## src/rtl/memory_access_pkg.sv

```systemverilog
// Shared types for the MEM stage: pipeline handshake structs, decode info and FSM states.
// funct3 encodings for the RV32I load/store width field live here too.
package memory_access_pkg;

    typedef enum logic [1:0] {
        IDLE = 2'd0,
        REQ  = 2'd1,
        RESP = 2'd2,
        DONE = 2'd3
    } mem_state_t;

    localparam logic [2:0] F3_B  = 3'b000;
    localparam logic [2:0] F3_H  = 3'b001;
    localparam logic [2:0] F3_W  = 3'b010;
    localparam logic [2:0] F3_BU = 3'b100;
    localparam logic [2:0] F3_HU = 3'b101;

    typedef struct packed {
        logic       stall_req;
        logic [3:0] flush_req;
    } PipeRequest;

    typedef struct packed {
        logic stall;
        logic flush;
    } PipeControl;

    typedef struct packed {
        logic       enable;
        logic       rd_valid;
        logic [4:0] rd;
        logic       mem_read;
        logic       mem_write;
        logic [2:0] funct3;
    } DecodeInfo;

endpackage

```

## src/rtl/memory_access_mem_align.sv

```systemverilog
// Byte-lane steering for the data bus: store strobes/replication, load extraction and
// alignment check. Purely combinational.
module mem_align
    import memory_access_pkg::*;
(
    input  logic [2:0]  funct3,
    input  logic [1:0]  addr_lo,
    input  logic [31:0] store_data,
    input  logic [31:0] rdata,
    output logic [3:0]  wstrb,
    output logic [31:0] wdata,
    output logic [31:0] load_data,
    output logic        misaligned
);

    logic [7:0]  lane_b;
    logic [15:0] lane_h;

    always_comb begin
        case (addr_lo)
            2'd0:    lane_b = rdata[7:0];
            2'd1:    lane_b = rdata[15:8];
            2'd2:    lane_b = rdata[23:16];
            default: lane_b = rdata[31:24];
        endcase
        lane_h = addr_lo[1] ? rdata[31:16] : rdata[15:0];
        case (funct3)
            F3_B:    load_data = {{24{lane_b[7]}}, lane_b};
            F3_BU:   load_data = {24'd0, lane_b};
            F3_H:    load_data = {{16{lane_h[15]}}, lane_h};
            F3_HU:   load_data = {16'd0, lane_h};
            F3_W:    load_data = rdata;
            default: load_data = rdata;
        endcase
    end

    // Width is funct3[1:0]; bit 2 only selects zero-extension on loads.
    always_comb begin
        misaligned = 1'b0;
        wstrb      = 4'hF;
        wdata      = store_data;
        case (funct3[1:0])
            2'b00: begin
                wstrb = 4'b0001 << addr_lo;
                wdata = {4{store_data[7:0]}};
            end
            2'b01: begin
                wstrb      = 4'b0011 << {addr_lo[1], 1'b0};
                wdata      = {2{store_data[15:0]}};
                misaligned = addr_lo[0];
            end
            default: begin
                misaligned = (addr_lo != 2'b00);
            end
        endcase
    end

endmodule

```

## src/rtl/memory_access.sv

```systemverilog
// MEM stage of the RV32I pipeline: issues loads/stores on a req/gnt/rvalid bus, stalls while
// an access is outstanding, and registers the result for writeback and forwarding.
//
//   state | meaning
//   IDLE  | accept instr from EX; issue bus request for aligned memops
//   REQ   | request pending, waiting for gnt; bus outputs held from latches
//   RESP  | granted, waiting for rvalid; watchdog running
//   DONE  | result buffered, waiting for pipeline to advance
module memory_access
    import memory_access_pkg::*;
#(
    parameter int unsigned TIMEOUT = 256
) (
    input  logic        clk,
    input  logic        rst,
    output PipeRequest  req,
    input  PipeControl  pipe,
    input  DecodeInfo   info,
    input  logic [31:0] alu_out,
    input  logic [31:0] store_data,
    output logic        dmem_req,
    output logic        dmem_we,
    output logic [31:0] dmem_addr,
    output logic [31:0] dmem_wdata,
    output logic [3:0]  dmem_wstrb,
    input  logic        dmem_gnt,
    input  logic        dmem_rvalid,
    input  logic [31:0] dmem_rdata,
    output logic [31:0] mem_out,
    output DecodeInfo   info_ff,
    output logic        fault
);

    localparam int WD_W = (TIMEOUT < 2) ? 1 : $clog2(TIMEOUT + 1);

    mem_state_t state_q, state_d;

    logic [31:0]     addr_q, addr_d;
    logic [31:0]     wdata_q, wdata_d;
    logic [3:0]      wstrb_q, wstrb_d;
    logic            we_q, we_d;
    DecodeInfo       linfo_q, linfo_d;
    logic [31:0]     buf_q, buf_d;
    logic [WD_W-1:0] wd_q, wd_d;
    logic            kill_q, kill_d;
    logic            to_q, to_d;
    logic [31:0]     mem_out_q, mem_out_d;
    DecodeInfo       info_q, info_d;
    logic            fault_q, fault_d;

    logic [2:0]  a_f3;
    logic [1:0]  a_lo;
    logic [3:0]  a_wstrb;
    logic [31:0] a_wdata;
    logic [31:0] a_load;
    logic        a_mis;
    logic        memop;
    logic        issue;
    logic        wd_expire;
    logic        stall_req;

    // Store formatting is needed at issue (live inputs); load extraction at rvalid (latched).
    assign a_f3 = (state_q == IDLE) ? info.funct3 : linfo_q.funct3;
    assign a_lo = (state_q == IDLE) ? alu_out[1:0] : addr_q[1:0];

    mem_align u_align (
        .funct3     (a_f3),
        .addr_lo    (a_lo),
        .store_data (store_data),
        .rdata      (dmem_rdata),
        .wstrb      (a_wstrb),
        .wdata      (a_wdata),
        .load_data  (a_load),
        .misaligned (a_mis)
    );

    assign memop     = info.enable && (info.mem_read || info.mem_write);
    assign issue     = (state_q == IDLE) && memop && !a_mis && !pipe.flush;
    assign wd_expire = (TIMEOUT != 0) && (wd_q == WD_W'(1));

    always_ff @(posedge clk or posedge rst) begin
        if (rst) begin
            state_q <= IDLE;
        end else begin
            state_q <= state_d;
        end
    end

    always_comb begin
        state_d = state_q;
        case (state_q)
            IDLE: begin
                if (issue) state_d = dmem_gnt ? RESP : REQ;
            end
            REQ: begin
                if (dmem_gnt)        state_d = RESP;
                else if (pipe.flush) state_d = IDLE;
            end
            RESP: begin
                if (dmem_rvalid || wd_expire) state_d = DONE;
            end
            DONE: begin
                if (!pipe.stall) state_d = IDLE;
            end
            default: state_d = IDLE;
        endcase
    end

    always_comb begin
        dmem_req   = 1'b0;
        dmem_we    = we_q;
        dmem_addr  = {addr_q[31:2], 2'b00};
        dmem_wdata = wdata_q;
        dmem_wstrb = wstrb_q;
        stall_req  = 1'b0;
        case (state_q)
            IDLE: begin
                dmem_req   = issue;
                dmem_we    = info.mem_write;
                dmem_addr  = {alu_out[31:2], 2'b00};
                dmem_wdata = a_wdata;
                dmem_wstrb = info.mem_write ? a_wstrb : 4'h0;
                stall_req  = issue;
            end
            REQ: begin
                dmem_req  = 1'b1;
                stall_req = 1'b1;
            end
            RESP:    stall_req = 1'b1;
            default: stall_req = 1'b0;
        endcase
    end

    assign req = {stall_req, 4'b0000};

    always_comb begin
        addr_d  = addr_q;
        wdata_d = wdata_q;
        wstrb_d = wstrb_q;
        we_d    = we_q;
        linfo_d = linfo_q;
        buf_d   = buf_q;
        wd_d    = wd_q;
        kill_d  = kill_q;
        to_d    = to_q;
        if (issue) begin
            addr_d  = alu_out;
            wdata_d = a_wdata;
            wstrb_d = info.mem_write ? a_wstrb : 4'h0;
            we_d    = info.mem_write;
            linfo_d = info;
            buf_d   = '0;
            wd_d    = WD_W'(TIMEOUT);
            kill_d  = 1'b0;
            to_d    = 1'b0;
        end
        case (state_q)
            REQ: begin
                if (dmem_gnt && pipe.flush) kill_d = 1'b1;
            end
            RESP: begin
                // A killed access still waits for its response so a granted store commits.
                if (pipe.flush) kill_d = 1'b1;
                if (dmem_rvalid)           buf_d = we_q ? 32'd0 : a_load;
                else if (wd_expire)        to_d  = 1'b1;
                else if (TIMEOUT != 0)     wd_d  = wd_q - WD_W'(1);
            end
            DONE: begin
                if (pipe.flush) kill_d = 1'b1;
                if (!pipe.stall) begin
                    kill_d = 1'b0;
                    to_d   = 1'b0;
                end
            end
            default: ;
        endcase
    end

    always_comb begin
        mem_out_d = mem_out_q;
        info_d    = info_q;
        fault_d   = fault_q;
        if (!pipe.stall) begin
            if (pipe.flush) begin
                mem_out_d = '0;
                info_d    = '0;
                fault_d   = 1'b0;
            end else if (state_q == IDLE && !issue) begin
                if (memop) begin
                    mem_out_d       = '0;
                    info_d          = info;
                    info_d.rd_valid = 1'b0;
                    fault_d         = 1'b1;
                end else begin
                    mem_out_d = alu_out;
                    info_d    = info;
                    fault_d   = 1'b0;
                end
            end else if (state_q == DONE) begin
                if (kill_q) begin
                    mem_out_d = '0;
                    info_d    = '0;
                    fault_d   = 1'b0;
                end else if (to_q) begin
                    mem_out_d       = '0;
                    info_d          = linfo_q;
                    info_d.rd_valid = 1'b0;
                    fault_d         = 1'b1;
                end else begin
                    mem_out_d = buf_q;
                    info_d    = linfo_q;
                    fault_d   = 1'b0;
                end
            end
        end
    end

    always_ff @(posedge clk or posedge rst) begin
        if (rst) begin
            addr_q    <= '0;
            wdata_q   <= '0;
            wstrb_q   <= '0;
            we_q      <= 1'b0;
            linfo_q   <= '0;
            buf_q     <= '0;
            wd_q      <= '0;
            kill_q    <= 1'b0;
            to_q      <= 1'b0;
            mem_out_q <= '0;
            info_q    <= '0;
            fault_q   <= 1'b0;
        end else begin
            addr_q    <= addr_d;
            wdata_q   <= wdata_d;
            wstrb_q   <= wstrb_d;
            we_q      <= we_d;
            linfo_q   <= linfo_d;
            buf_q     <= buf_d;
            wd_q      <= wd_d;
            kill_q    <= kill_d;
            to_q      <= to_d;
            mem_out_q <= mem_out_d;
            info_q    <= info_d;
            fault_q   <= fault_d;
        end
    end

    assign mem_out = mem_out_q;
    assign info_ff = info_q;
    assign fault   = fault_q;

endmodule

```

## config.mk

```make
export PLATFORM = sky130hd
export DESIGN_NAME = memory_access
export DESIGN_NICKNAME = d
export VERILOG_FILES = /design/src/rtl/memory_access_pkg.sv /design/src/rtl/memory_access_mem_align.sv /design/src/rtl/memory_access.sv
export SDC_FILE = /design/constraint.sdc
export NUM_CORES = 1
export LEC_CHECK = 0
export ABC_AREA = 0
export ABC_CLOCK_PERIOD_IN_PS = 7800
export CORE_ASPECT_RATIO = 1.1
export CORE_UTILIZATION = 49
export CTS_CLUSTER_DIAMETER = 80
export DETAILED_ROUTE_END_ITERATION = 7
export PLACE_DENSITY = 0.82
export SYNTH_ARGS = -nofsm -noshare
export SYNTH_HDL_FRONTEND = slang
export SYNTH_SLANG_ARGS = --single-unit
```

## constraint.sdc

```tcl
create_clock -name clk -period 7.8 [get_ports clk]
set_input_delay 2.34 -clock clk [delete_from_list [all_inputs] [get_ports clk]]
set_output_delay 2.34 -clock clk [all_outputs]
set_load 0.1 [all_outputs]
```

== Yosys cells after proc, flatten, opt, wreduce, memory -nomap -nowiden ==
Index checks and enable logic that the tools add are counted.

* Register bits after elaboration: 170
* Logic and storage cells: 118
* Input port bits: 114

* Reduce and logical (&&, ||, !) cells: 20
* Add/sub/neg operators: 1
* Mux-type cells: 58
* Equal/unequal tests: 14
* Shift operators: 2
* Bitwise gates (word level): 1

{| class="wikitable"
|+ Operator list
! operator !! number
|-
| 32-bit 2-to-1 mux || 12
|-
| 32-bit one-hot mux with 4 select lines || 1
|-
| 32-bit one-hot mux with 2 select lines || 1
|-
| 12-bit 2-to-1 mux || 4
|-
| 9-bit 2-to-1 mux || 4
|-
| 8-bit one-hot mux with 3 select lines || 1
|-
| 11-bit 2-to-1 mux || 2
|-
| 16-bit 2-to-1 mux || 1
|-
| 1-bit 2-to-1 mux || 15
|-
| 2-bit 2-to-1 mux || 7
|-
| 9-bit by 1-bit == test with 1-bit output (second input constant) || 1
|-
| 9-bit by 1-bit subtractor with 9-bit output (second input constant) || 1
|-
| 4-bit 2-to-1 mux || 2
|-
| 1-bit one-hot mux with 2 select lines || 4
|-
| 2-bit one-hot mux with 4 select lines || 1
|-
| 4-bit one-hot mux with 2 select lines || 1
|-
| 2-bit by 1-bit == test with 1-bit output (second input constant) || 3
|-
| 2-bit == test (second input constant) || 3
|-
| 3-bit == test (second input constant) || 2
|-
| 1-bit logical AND || 6
|-
| 2-bit zero test || 3
|-
| 2-bit != test (second input constant) || 3
|-
| 4-bit AND reduction || 1
|-
| 1-bit by 2-bit left shift with 4-bit output (first input constant) || 1
|-
| other kinds (13) || 16
|}

== Depth between registers and ports, before layout ==
Gate-level depths: netlist of run 1.

* Depth in word-level cells: 11
* Mapped depth: 11
* Gate-level depth less buffers: 7

== Cells and area by module ==
Synthesis of run 1 repeated with hierarchy kept, for this count alone.

* Cell total of the unflattened synthesis: 966
* Area total of the unflattened synthesis: 9349.0 um2

{| class="wikitable"
|+ By module, submodules not included
! module !! cells an instance !! area each (um2) !! instances
|-
| memory_access || 792 || 8044.0 || 1
|-
| mem_align || 174 || 1305.0 || 1
|}

== Worst setup path before layout of run 1 ==
No wires, ideal clock.

* Kind: input -> output
* Start: in alu_out[1]
* End: out dmem_wstrb[3]
* Path slack: 0.453 ns
* Arrival time: 5.007 ns
* Data required time: 5.460 ns
* Stages: 5
* Buffers on the path: 1
* Cells stage by stage: buf_6 > mux2i_1 > o21ai_0 > nand2_1 > o21ai_0

* Longest elaborated chain between the ends: 5

{| class="wikitable"
|+ RTL lines
! element !! RTL line !! text
|-
| from (decl) || memory_access.sv:19 || <nowiki>input logic [31:0] alu_out,</nowiki>
|-
| 2-bit 2-to-1 mux * || memory_access.sv:64 || <nowiki>assign a_lo = (state_q == IDLE) ? alu_out[1:0] : addr_q[1:0];</nowiki>
|-
| 2-bit by 2-bit left shift with 4-bit output / 1-bit by 2-bit left shift with 4-bit output (equally long branches) || memory_access_mem_align.sv:48, memory_access_mem_align.sv:44 ||
|-
| 4-bit one-hot mux with 2 select lines * || memory_access_mem_align.sv:42 || <nowiki>case (funct3[1:0])</nowiki>
|-
| 4-bit 2-to-1 mux * || memory_access.sv:122 || <nowiki>dmem_wstrb = info.mem_write ? a_wstrb : 4'h0;</nowiki>
|-
| 4-bit 2-to-1 mux * || memory_access.sv:116 || <nowiki>case (state_q)</nowiki>
|-
| to (decl) || memory_access.sv:25 || <nowiki>output logic [3:0] dmem_wstrb,</nowiki>
|}

Mark *: on every way between the ends. The rest lies on a longest branch, timed or not.

== Final worst setup path of run 1 ==
* Start: in info[0] in the netlist's numbering
* End: out dmem_wstrb[0]

* Longest elaborated chain between the ends: 5

{| class="wikitable"
|+ RTL lines
! element !! RTL line !! text
|-
| from (decl) || memory_access.sv:18 || <nowiki>input DecodeInfo info,</nowiki>
|-
| 3-bit 2-to-1 mux * || memory_access.sv:63 || <nowiki>assign a_f3 = (state_q == IDLE) ? info.funct3 : linfo_q.funct3;</nowiki>
|-
| 2-bit by 1-bit == test with 1-bit output / 2-bit zero test (equally long branches) || memory_access_mem_align.sv:42 ||
|-
| 4-bit one-hot mux with 2 select lines * || memory_access_mem_align.sv:42 ||
|-
| 4-bit 2-to-1 mux * || memory_access.sv:122 ||
|-
| 4-bit 2-to-1 mux * || memory_access.sv:116 ||
|}

Marks and branches as above.

==> reports/summary.txt, run 1 <==
run status: finished, final reports clean
CP Data Arrival Time: 4.67 ns
worst path bufs/invs: 2
final wirelength: 26200 um
biggest cell delay along the critical path: 0.73 ns
first-pass GRT wire length: 41300 um
Synth Instances: 944
max_cap viols: 0
Clk Latency, worst-skew pair: 0.43 ns
Detail Route Antenna Nets: 0
routability cong.: 0.881
Post-Synthesis Cell Area: 8920 um2
grt total ovfl: 0
clock slew at reported path FFs: 0.07 ns
Post-CTS Resized: 0
via count: 7947
slew margin rel.: 0.251
layout cell share with drive strength beyond 1: 0.139
critical path cell sequence: clkdlybuf4s50_1 -> nand3b_1 -> nand2_2 -> o21ai_0 -> nand3_1 -> o21ai_0 -> buf_12
Synth Warn #: 0
post-layout min period: 7.01 ns
Post-DP HPWL: 18100 um
register area share after synthesis: 0.477
setup TNS: 0 ns
Post-synth EDFFs: 0
area of the core: 17700 um2
RSZ-0062 raised after global routing: false
CTS HTree Levels: 4
row count: 51
CP endpoint kind: output pin
IO Pins: 234
Clock Tree Buf Depth: 2
register bit total from synthesis: 170
Hold-fix buffers, CTS: 0
max-slew violations: 0
Yosys top cell by area: dfrtp_1
CTS buffer count: 17
Die ar.: 18700 um2
count leader, synth: nand2_1
Area contributors post-synth: dfrtp_1 48%, nand2_1 10%, mux2_2 7.1%, a221o_1 4.9%, mux2i_1 3.6%
hold crit path type: reg -> reg
Fin Clk Skew: 0.00869 ns
Avg WL per Cell: 18.9 um
initial core utilization: 0.503
via density per instance: 5.73
Die W: 131 um
fmax: 143 MHz
Buffers on Ports: 227
Initial DRT Pass Iterations: 6
CTS Sinks: 170
Root Buffer: clkbuf_16
Area Growth Syn to Fin: 35.6%
DR DRC count: 0
vias in the first global route: 7730
ant diodes: 0
Slew @ Worst Pin: 1.12 ns
period utilization: 0.899
Fin. Hold Viols: 0
initial antenna violation count: 0
Setup CP Type: in -> out
slowest CP cell: clkdlybuf4s50_1
count of different cell masters after synthesis: 63
largest net degree at the start of global routing: 83
Main synth FF type: dfrtp_1
initial detailed-routing violation count: 761
CP dominant cell by count: o21ai_0
CTS tree: yes
cell family contributing the most delay on the critical path: buffers and inverters
Worst Hold Margin: 0.461 ns
gr usage total: 0.288
die height: 144 um
Synth async-reset ratio: 1.00
setup bufs post-CTS: 0
WP data required: 5.46 ns
final setup fails: 0
commonest cells in the netlist: 249 x nand2_1, 170 x dfrtp_1, 56 x mux2_2
Critical Path Fanout Max: 8
Final #Nets: 1258
Startpoint Class: primary input
post-synth top area share: 0.477
Avg Inst Size Synth: 9.45 um2
==> worst paths after layout <==
path,endpoint,cells past startpoint,slack [ns],start
max,dmem_wstrb[0],7,0.79,info[0]
min,linfo_q[11],2,0.46,linfo_q[11]
max reg2reg,mem_out[9],8,3.57,state_q[0]
min reg2reg,linfo_q[11],2,0.46,linfo_q[11]
max in group asynchronous,mem_out[5],3,4.24,rst
min in group asynchronous,addr_q[16],2,2.40,rst
==> layer usage <==
layer / vias up / track usage / wire length (um)
li1: 3732 / - / -
met1: 3856 / 0.375 / 10800
met2: 315 / 0.476 / 12900
met3: 44 / 0.0648 / 1930
met4: 0 / 0.0877 / 581
met5: - / 0 / 0
==> registers in the layout (all words and copies together) (netlist names) <==
name and flops:
addr_q 32, buf_q 32, wstrb_q 4, wd_q 9, info_ff 12, wdata_q 32, state_q 2, mem_out 32
to_q 1, kill_q 1, fault 1, linfo_q 12
==> cell usage in the layout, fill, tap and decap left out, drive strengths merged, types with 20 or more instances in the layout <==
master | Yosys | layout
buf | 30 | 49
nand3 | 20 | 20
nor2 | 41 | 41
a221o | 50 | 50
mux2i | 33 | 33
a21oi | 38 | 38
nand2 | 250 | 250
o21ai | 49 | 49
inv | 21 | 26
dfrtp | 170 | 170
mux2 | 56 | 56
clkdlybuf4s50 | 0 | 191
and2 | 34 | 34
==> final cells by class <==
cell class                      instances  area, um2
Fill cell                            1436       5650
Inverter                               21       83.8
Sequential cell                       170       4250
Tap cell                              238        298
Clock buffer                           17        425
Timing Repair Buffer                  240       2520
Multi-Input combinational cell        688       4300
Clock inverter                         14        214
==> per-stage QoR <==
stage / instance area, um2 / util / worst slack, ns / cells
6_report: 12100 / 0.682 / 0.786 / 1388
5_1_grt: 12100 / 0.682 / 0.666 / 1388
4_1_cts: 12100 / 0.682 / 0.837 / 1388
3_5_place_dp: 11500 / 0.646 / 0.846 / 1357
3_3_place_gp: 11500 / 0.646 / 0.904 / 1357
2_1_floorplan: 8940 / - / 0.453 / 949
==> tightest hold or removal path, stage by stage (launching register included) <==
cell,delay (ns)
dfrtp_1,0.32
inv_1,0.06
nand2_1,0.05
==> cells by family after synthesis <==
group,share of synthesized area
buffers and inverters,0.0477
flip-flops,0.477
adder cells (fa/ha/maj),0.00842
multiplexers,0.109
AND/OR/NAND/NOR,0.182
other,0.000420
AO/OA/AOI/OAI,0.175
Power of run 1 is left out: the tool's default activity adds up to more than one toggle a clock period on the data nets, which glitch-free logic cannot reach.
==> inputs of run 2 (changes only) <==
--- a/config.mk
+++ b/config.mk
@@ -11,7 +11,9 @@
 export CORE_UTILIZATION = 49
 export CTS_CLUSTER_DIAMETER = 80
 export DETAILED_ROUTE_END_ITERATION = 7
+export GPL_TIMING_DRIVEN = 0
 export PLACE_DENSITY = 0.82
+export REMOVE_ABC_BUFFERS = 1
 export SYNTH_ARGS = -nofsm -noshare
 export SYNTH_HDL_FRONTEND = slang
 export SYNTH_SLANG_ARGS = --single-unit
==> run 2 against run 1 <==
Net effect: first-iteration DRC count is 32% lower; critical endpoint unchanged; cell count is 0.29% lower; highest routed layer unchanged; clock skew is 0.0086 ns higher; wire length is 1.0% lower.
==> reports/summary.txt, run 2 (synthesis gave the netlist of run 1 again) <==
Slew @ Worst Pin: 1.23 ns (was 1.12 ns)
vias in the first global route: 7945 (was 7730)
RSZ-0062 raised after global routing: false (unchanged)
setup bufs post-CTS: 0 (unchanged)
via density per instance: 5.84 (was 5.73)
hold_sp: linfo_q[11] (unchanged)
most frequent cells in the layout: 248 x nand2_1, 204 x clkdlybuf4s50_1, 170 x dfrtp_1 (was 248 x nand2_1, 191 x clkdlybuf4s50_1, 170 x dfrtp_1)
initial detailed-routing violation count: 517 (was 761)
initial core utilization: 0.503 (unchanged)
Buffers on Ports: 227 (unchanged)
row count: 51 (unchanged)
Root Buffer: clkbuf_16 (unchanged)
largest net degree at the start of global routing: 108 (was 83)
clock slew at reported path FFs: 0.07 ns (about the same)
Die ar.: 18700 um2 (unchanged)
hold crit path type: reg -> reg (unchanged)
slew margin rel.: 0.171 (was 0.251)
Avg WL per Cell: 18.8 um (was 18.9 um)
post-layout min period: 7.46 ns (was 7.01 ns)
placed cell count: 1352 (was 1357)
dpl ws: -0.529 ns (was 0.846 ns)
ant diodes: 0 (unchanged)
post-route setup slack: 0.340 ns (was 0.786 ns)
Setup CP Type: in -> out (unchanged)
Hold-fix buffers, CTS: 0 (unchanged)
Post-DP HPWL: 17400 um (was 18100 um)
via count: 8085 (was 7947)
Post-CTS Resized: 36 (was 0)
CP Data Arrival Time: 5.12 ns (was 4.67 ns)
routability cong.: 0.814 (was 0.881)
final core utilization: 0.675 (was 0.682)
first-pass GRT wire length: 41100 um (was 41300 um)
IO Pins: 234 (unchanged)
final setup fails: 0 (unchanged)
max_cap viols: 0 (unchanged)
Startpoint Class: primary input (unchanged)
Clk Latency, worst-skew pair: 0.44 ns (was 0.43 ns)
initial antenna violation count: 0 (unchanged)
CTS HTree Levels: 4 (unchanged)
Fin Clk Skew: 0.0172 ns (was 0.00869 ns)
die height: 144 um (unchanged)
CP endpoint kind: output pin (unchanged)
Detail Route Antenna Nets: 0 (unchanged)
Die W: 131 um (unchanged)
DR DRC count: 0 (unchanged)
grt total ovfl: 0 (unchanged)
RR Startpoint: state_q[0] (unchanged)
run status: finished, final reports clean (unchanged)
Post-Layout Cell Count: 1384 (was 1388)
most common cell after layout, fill and taps aside: nand2_1 (unchanged)
Clock Tree Buf Depth: 2 (unchanged)
layout cell share with drive strength beyond 1: 0.114 (was 0.139)
CTS Sinks: 170 (unchanged)
Fin. Hold Viols: 0 (unchanged)
period utilization: 0.956 (was 0.899)
area of the core: 17700 um2 (unchanged)
Final #Nets: 1253 (was 1258)
max-slew violations: 0 (unchanged)
CTS buffer count: 17 (unchanged)
Worst Hold Margin: 0.469 ns (was 0.461 ns)
gr usage total: 0.283 (was 0.288)
CTS tree: yes (unchanged)
WP data required: 5.46 ns (about the same)
fmax: 134 MHz (was 143 MHz)
Initial DRT Pass Iterations: 6 (unchanged)
Crit. Startpoint: info[0] (unchanged)
Area Growth Syn to Fin: 34.2% (was 35.6%)
final wirelength: 26000 um (was 26200 um)
Critical Path Fanout Max: 8 (unchanged)
## run 2: cell count changes in the layout (fill, tap and decap cells not counted), moves of 2 or more
cell,previous run,this run
buf_12,19,2
buf_16,0,2
buf_4,30,3
bufinv_16,4,2
clkbuf_2,0,2
clkdlybuf4s15_2,0,8
clkdlybuf4s50_1,191,204
clkinv_4,1,3
dlygate4sd2_1,0,8
dlymetal6s2s_1,0,4
## run 2: cell type report
class	instances	area, um2
inverter	21	86.3
multi-input combinational	688	4340
tap	238	298
timing repair buffer	235	2400
clock buffer	18	429
fill	1433	5770
clock inverter	14	165
sequential	170	4250
## run 2: worst paths after layout
path,endpoint,slack (ns),cells after the start
max in group asynchronous,mem_out[3],4.60,3
worst min register to register,linfo_q[11],0.47,2
worst max register to register,mem_out[25],3.39,7
worst min-delay path,linfo_q[11],0.47,2
worst max-delay path,dmem_wstrb[0],0.34,7
min in group asynchronous,addr_q[11],2.34,2
## run 2: critical path: stages
cell	delay, ns
clkdlybuf4s50_1	0.72
nand3b_1	0.25
nand2_2	0.18
o21ai_0	0.58
nand3_1	0.14
o21ai_0	0.10
dlymetal6s2s_1	0.80
## run 2: metrics by stage
| step | area (um2) | TNS, ns |
|---|---|---|
| finish | 12000 | 0 |
| global route | 12000 | 0 |
| CTS | 11900 | -0.648 |
| detailed placement | 11400 | -6.17 |
| global placement | 11200 | -575.05 |
| floorplan | 8590 | -6.36 |
## run 2: routing by layer
metal / GRT usage / vias up / routed length [um]
met4: 0.108 / 0 / 603
met3: 0.0666 / 44 / 1990
met5: 0 / - / 0
met1: 0.362 / 3985 / 10700
met2: 0.462 / 339 / 12600
li1: - / 3717 / -
Power of run 2 is left out for the same reason.
==> inputs of run 3 (changes only) <==
--- a/config.mk
+++ b/config.mk
@@ -8,12 +8,14 @@
 export ABC_AREA = 0
 export ABC_CLOCK_PERIOD_IN_PS = 7800
 export CORE_ASPECT_RATIO = 1.1
+export CORE_MARGIN = 8
 export CORE_UTILIZATION = 49
 export CTS_CLUSTER_DIAMETER = 80
 export DETAILED_ROUTE_END_ITERATION = 7
 export GPL_TIMING_DRIVEN = 0
 export PLACE_DENSITY = 0.82
 export REMOVE_ABC_BUFFERS = 1
+export SETUP_SLACK_MARGIN = 0.15
 export SYNTH_ARGS = -nofsm -noshare
 export SYNTH_HDL_FRONTEND = slang
 export SYNTH_SLANG_ARGS = --single-unit
==> run 3 against run 2 <==
Net effect: core utilization about the same; global-route usage decreased by 4.3 points; clock skew decreased by 0.0047 ns; die area increased by 22%; worst hold slack improved by 0.0032 ns; critical endpoint is now dmem_wstrb[3]; cell area increased by 0.32%; maximum frequency decreased by 1.6%; register-to-register slack about the same; first-iteration DRC count increased by 14%; sequential share of layout area decreased by 0.11 points; sequential cell count unchanged; cell count about the same.
==> reports/summary.txt, run 3 (synthesis gave the netlist of run 1 again) <==
initial core utilization: 0.501 (was 0.503)
vias in the first global route: 7920 (was 7945)
slowest CP cell: clkdlybuf4s50_1 (was dlymetal6s2s_1)
area of the core: 17800 um2 (was 17700 um2)
Hold Crit Depth: 2 (unchanged)
CTS tree: yes (unchanged)
Slew @ Worst Pin: 1.24 ns (was 1.23 ns)
CTS buffer count: 17 (unchanged)
Hold-fix buffers, CTS: 0 (unchanged)
RR Startpoint: state_q[0] (unchanged)
CP endpoint kind: output pin (unchanged)
design area: 12000 um2 (about the same)
final setup fails: 0 (unchanged)
fill count: 1398 (was 1433)
Detail Route Antenna Nets: 0 (unchanged)
CP Data Arrival Time: 5.24 ns (was 5.12 ns)
clock slew at reported path FFs: 0.07 ns (about the same)
Fin. Hold Viols: 0 (unchanged)
max_cap viols: 0 (unchanged)
max-slew violations: 0 (unchanged)
worst path bufs/invs: 2 (unchanged)
cell family contributing the most delay on the critical path: buffers and inverters (unchanged)
row count: 51 (unchanged)
Min-Delay Endpoint: addr_q[11] (was linfo_q[11])
Root Buffer: clkbuf_16 (unchanged)
initial detailed-routing violation count: 591 (was 517)
final wirelength: 27400 um (was 26000 um)
CTS Sinks: 170 (unchanged)
first-pass GRT wire length: 42600 um (was 41100 um)
setup TNS: 0 ns (unchanged)
critical path cell sequence: clkdlybuf4s50_1 -> mux2i_1 -> o21ai_0 -> nand2_1 -> o21ai_0 -> clkdlybuf4s50_1 (was clkdlybuf4s50_1 -> nand3b_1 -> nand2_2 -> o21ai_0 -> nand3_1 -> o21ai_0 -> dlymetal6s2s_1)
R2R depth: 7 (unchanged)
Setup CP Type: in -> out (unchanged)
Initial DRT Pass Iterations: 6 (unchanged)
post-layout min period: 7.58 ns (was 7.46 ns)
RSZ-0062 raised after global routing: false (unchanged)
Reg2Reg Setup Slack: 3.39 ns (about the same)
Final #Nets: 1254 (was 1253)
worst reg2reg endpoint: mem_out[14] (was mem_out[25])
Area Growth Syn to Fin: 34.6% (was 34.2%)
Die ar.: 22800 um2 (was 18700 um2)
area of the multi-input gates: 4350 um2 (was 4340 um2)
grt total ovfl: 0 (unchanged)
Clk Latency, worst-skew pair: 0.43 ns (was 0.44 ns)
run status: finished, final reports clean (unchanged)
most common cell after layout, fill and taps aside: nand2_1 (unchanged)
fmax: 132 MHz (was 134 MHz)
FF+latch area: 4250 um2 (unchanged)
Post-DP HPWL: 19000 um (was 17400 um)
Startpoint Class: primary input (unchanged)
slew margin rel.: 0.169 (was 0.171)
Fin Clk Skew: 0.0126 ns (was 0.0172 ns)
Avg WL per Cell: 19.8 um (was 18.8 um)
CTS HTree Levels: 4 (unchanged)
Critical Path Fanout Max: 9 (was 8)
Clock Tree Buf Depth: 2 (unchanged)
layout cell share with drive strength beyond 1: 0.114 (unchanged)
hold_sp: addr_q[11] (was linfo_q[11])
via density per instance: 5.81 (was 5.84)
WP data required: 5.46 ns (about the same)
DR DRC count: 0 (unchanged)
Crit. Startpoint: alu_out[1] (was info[0])
period utilization: 0.972 (was 0.956)
hold crit path type: reg -> reg (unchanged)
routability cong.: 0.827 (was 0.814)
Die W: 145 um (was 131 um)
Buffers on Ports: 227 (unchanged)
Placed Area: 11400 um2 (about the same)
via count: 8043 (was 8085)
initial antenna violation count: 0 (unchanged)
setup bufs post-CTS: 0 (unchanged)
gr usage total: 0.240 (was 0.283)
die height: 158 um (was 144 um)
biggest cell delay along the critical path: 1.19 ns (was 0.80 ns)
largest net degree at the start of global routing: 101 (was 108)
most frequent cells in the layout: 248 x nand2_1, 207 x clkdlybuf4s50_1, 170 x dfrtp_1 (was 248 x nand2_1, 204 x clkdlybuf4s50_1, 170 x dfrtp_1)
IO Pins: 234 (unchanged)
run 3: final cells by class:
type,instances,share of cell area
Multi-Input combinational cell,689,0.362
Antenna cell,1,0.000208
Clock inverter,13,0.0167
Tap cell,238,0.0248
Inverter,21,0.00719
Timing Repair Buffer,235,0.198
Sequential cell,170,0.354
Clock buffer,18,0.0366
run 3: per-layer routing:
metal  global-route usage  routed length (um)
met1                0.300               11100
met2                0.392               13500
met3               0.0663                2270
met4               0.0779                 514
met5                    0                   0
run 3: repair_timing:
action,CTS,global route
setup endpoints to repair,22,16
gates cloned,0,1
pin swaps,0,1
resized for setup,33,17
run 3: worst min-delay path: stages (launching register included):
cell	delay, ns
dfrtp_1	0.34
nand2_1	0.05
nand2_1	0.05
run 3: how the worst max path moves through the flow:
stage                    endpoint  cells past startpoint
floorplan                  req[4]                      7
global placement           req[4]                      8
detailed placement         req[4]                      8
CTS                        req[4]                      8
global route        dmem_wstrb[3]                      6
finish              dmem_wstrb[3]                      6
run 3: metrics by stage:
| step | util | setup WS [ns] | hold WS, ns | cells |
|---|---|---|---|---|
| 2_1_floorplan | - | -2.56 | 0.426 | 879 |
| 3_3_place_gp | 0.627 | -6.11 | 0.443 | 1344 |
| 3_5_place_dp | 0.638 | -0.567 | 0.452 | 1352 |
| 4_1_cts | 0.674 | 0.0709 | 0.475 | 1383 |
| 5_1_grt | 0.674 | 0.122 | 0.496 | 1384 |
| 6_report | 0.675 | 0.215 | 0.472 | 1385 |
Power of run 3 is left out for the same reason.
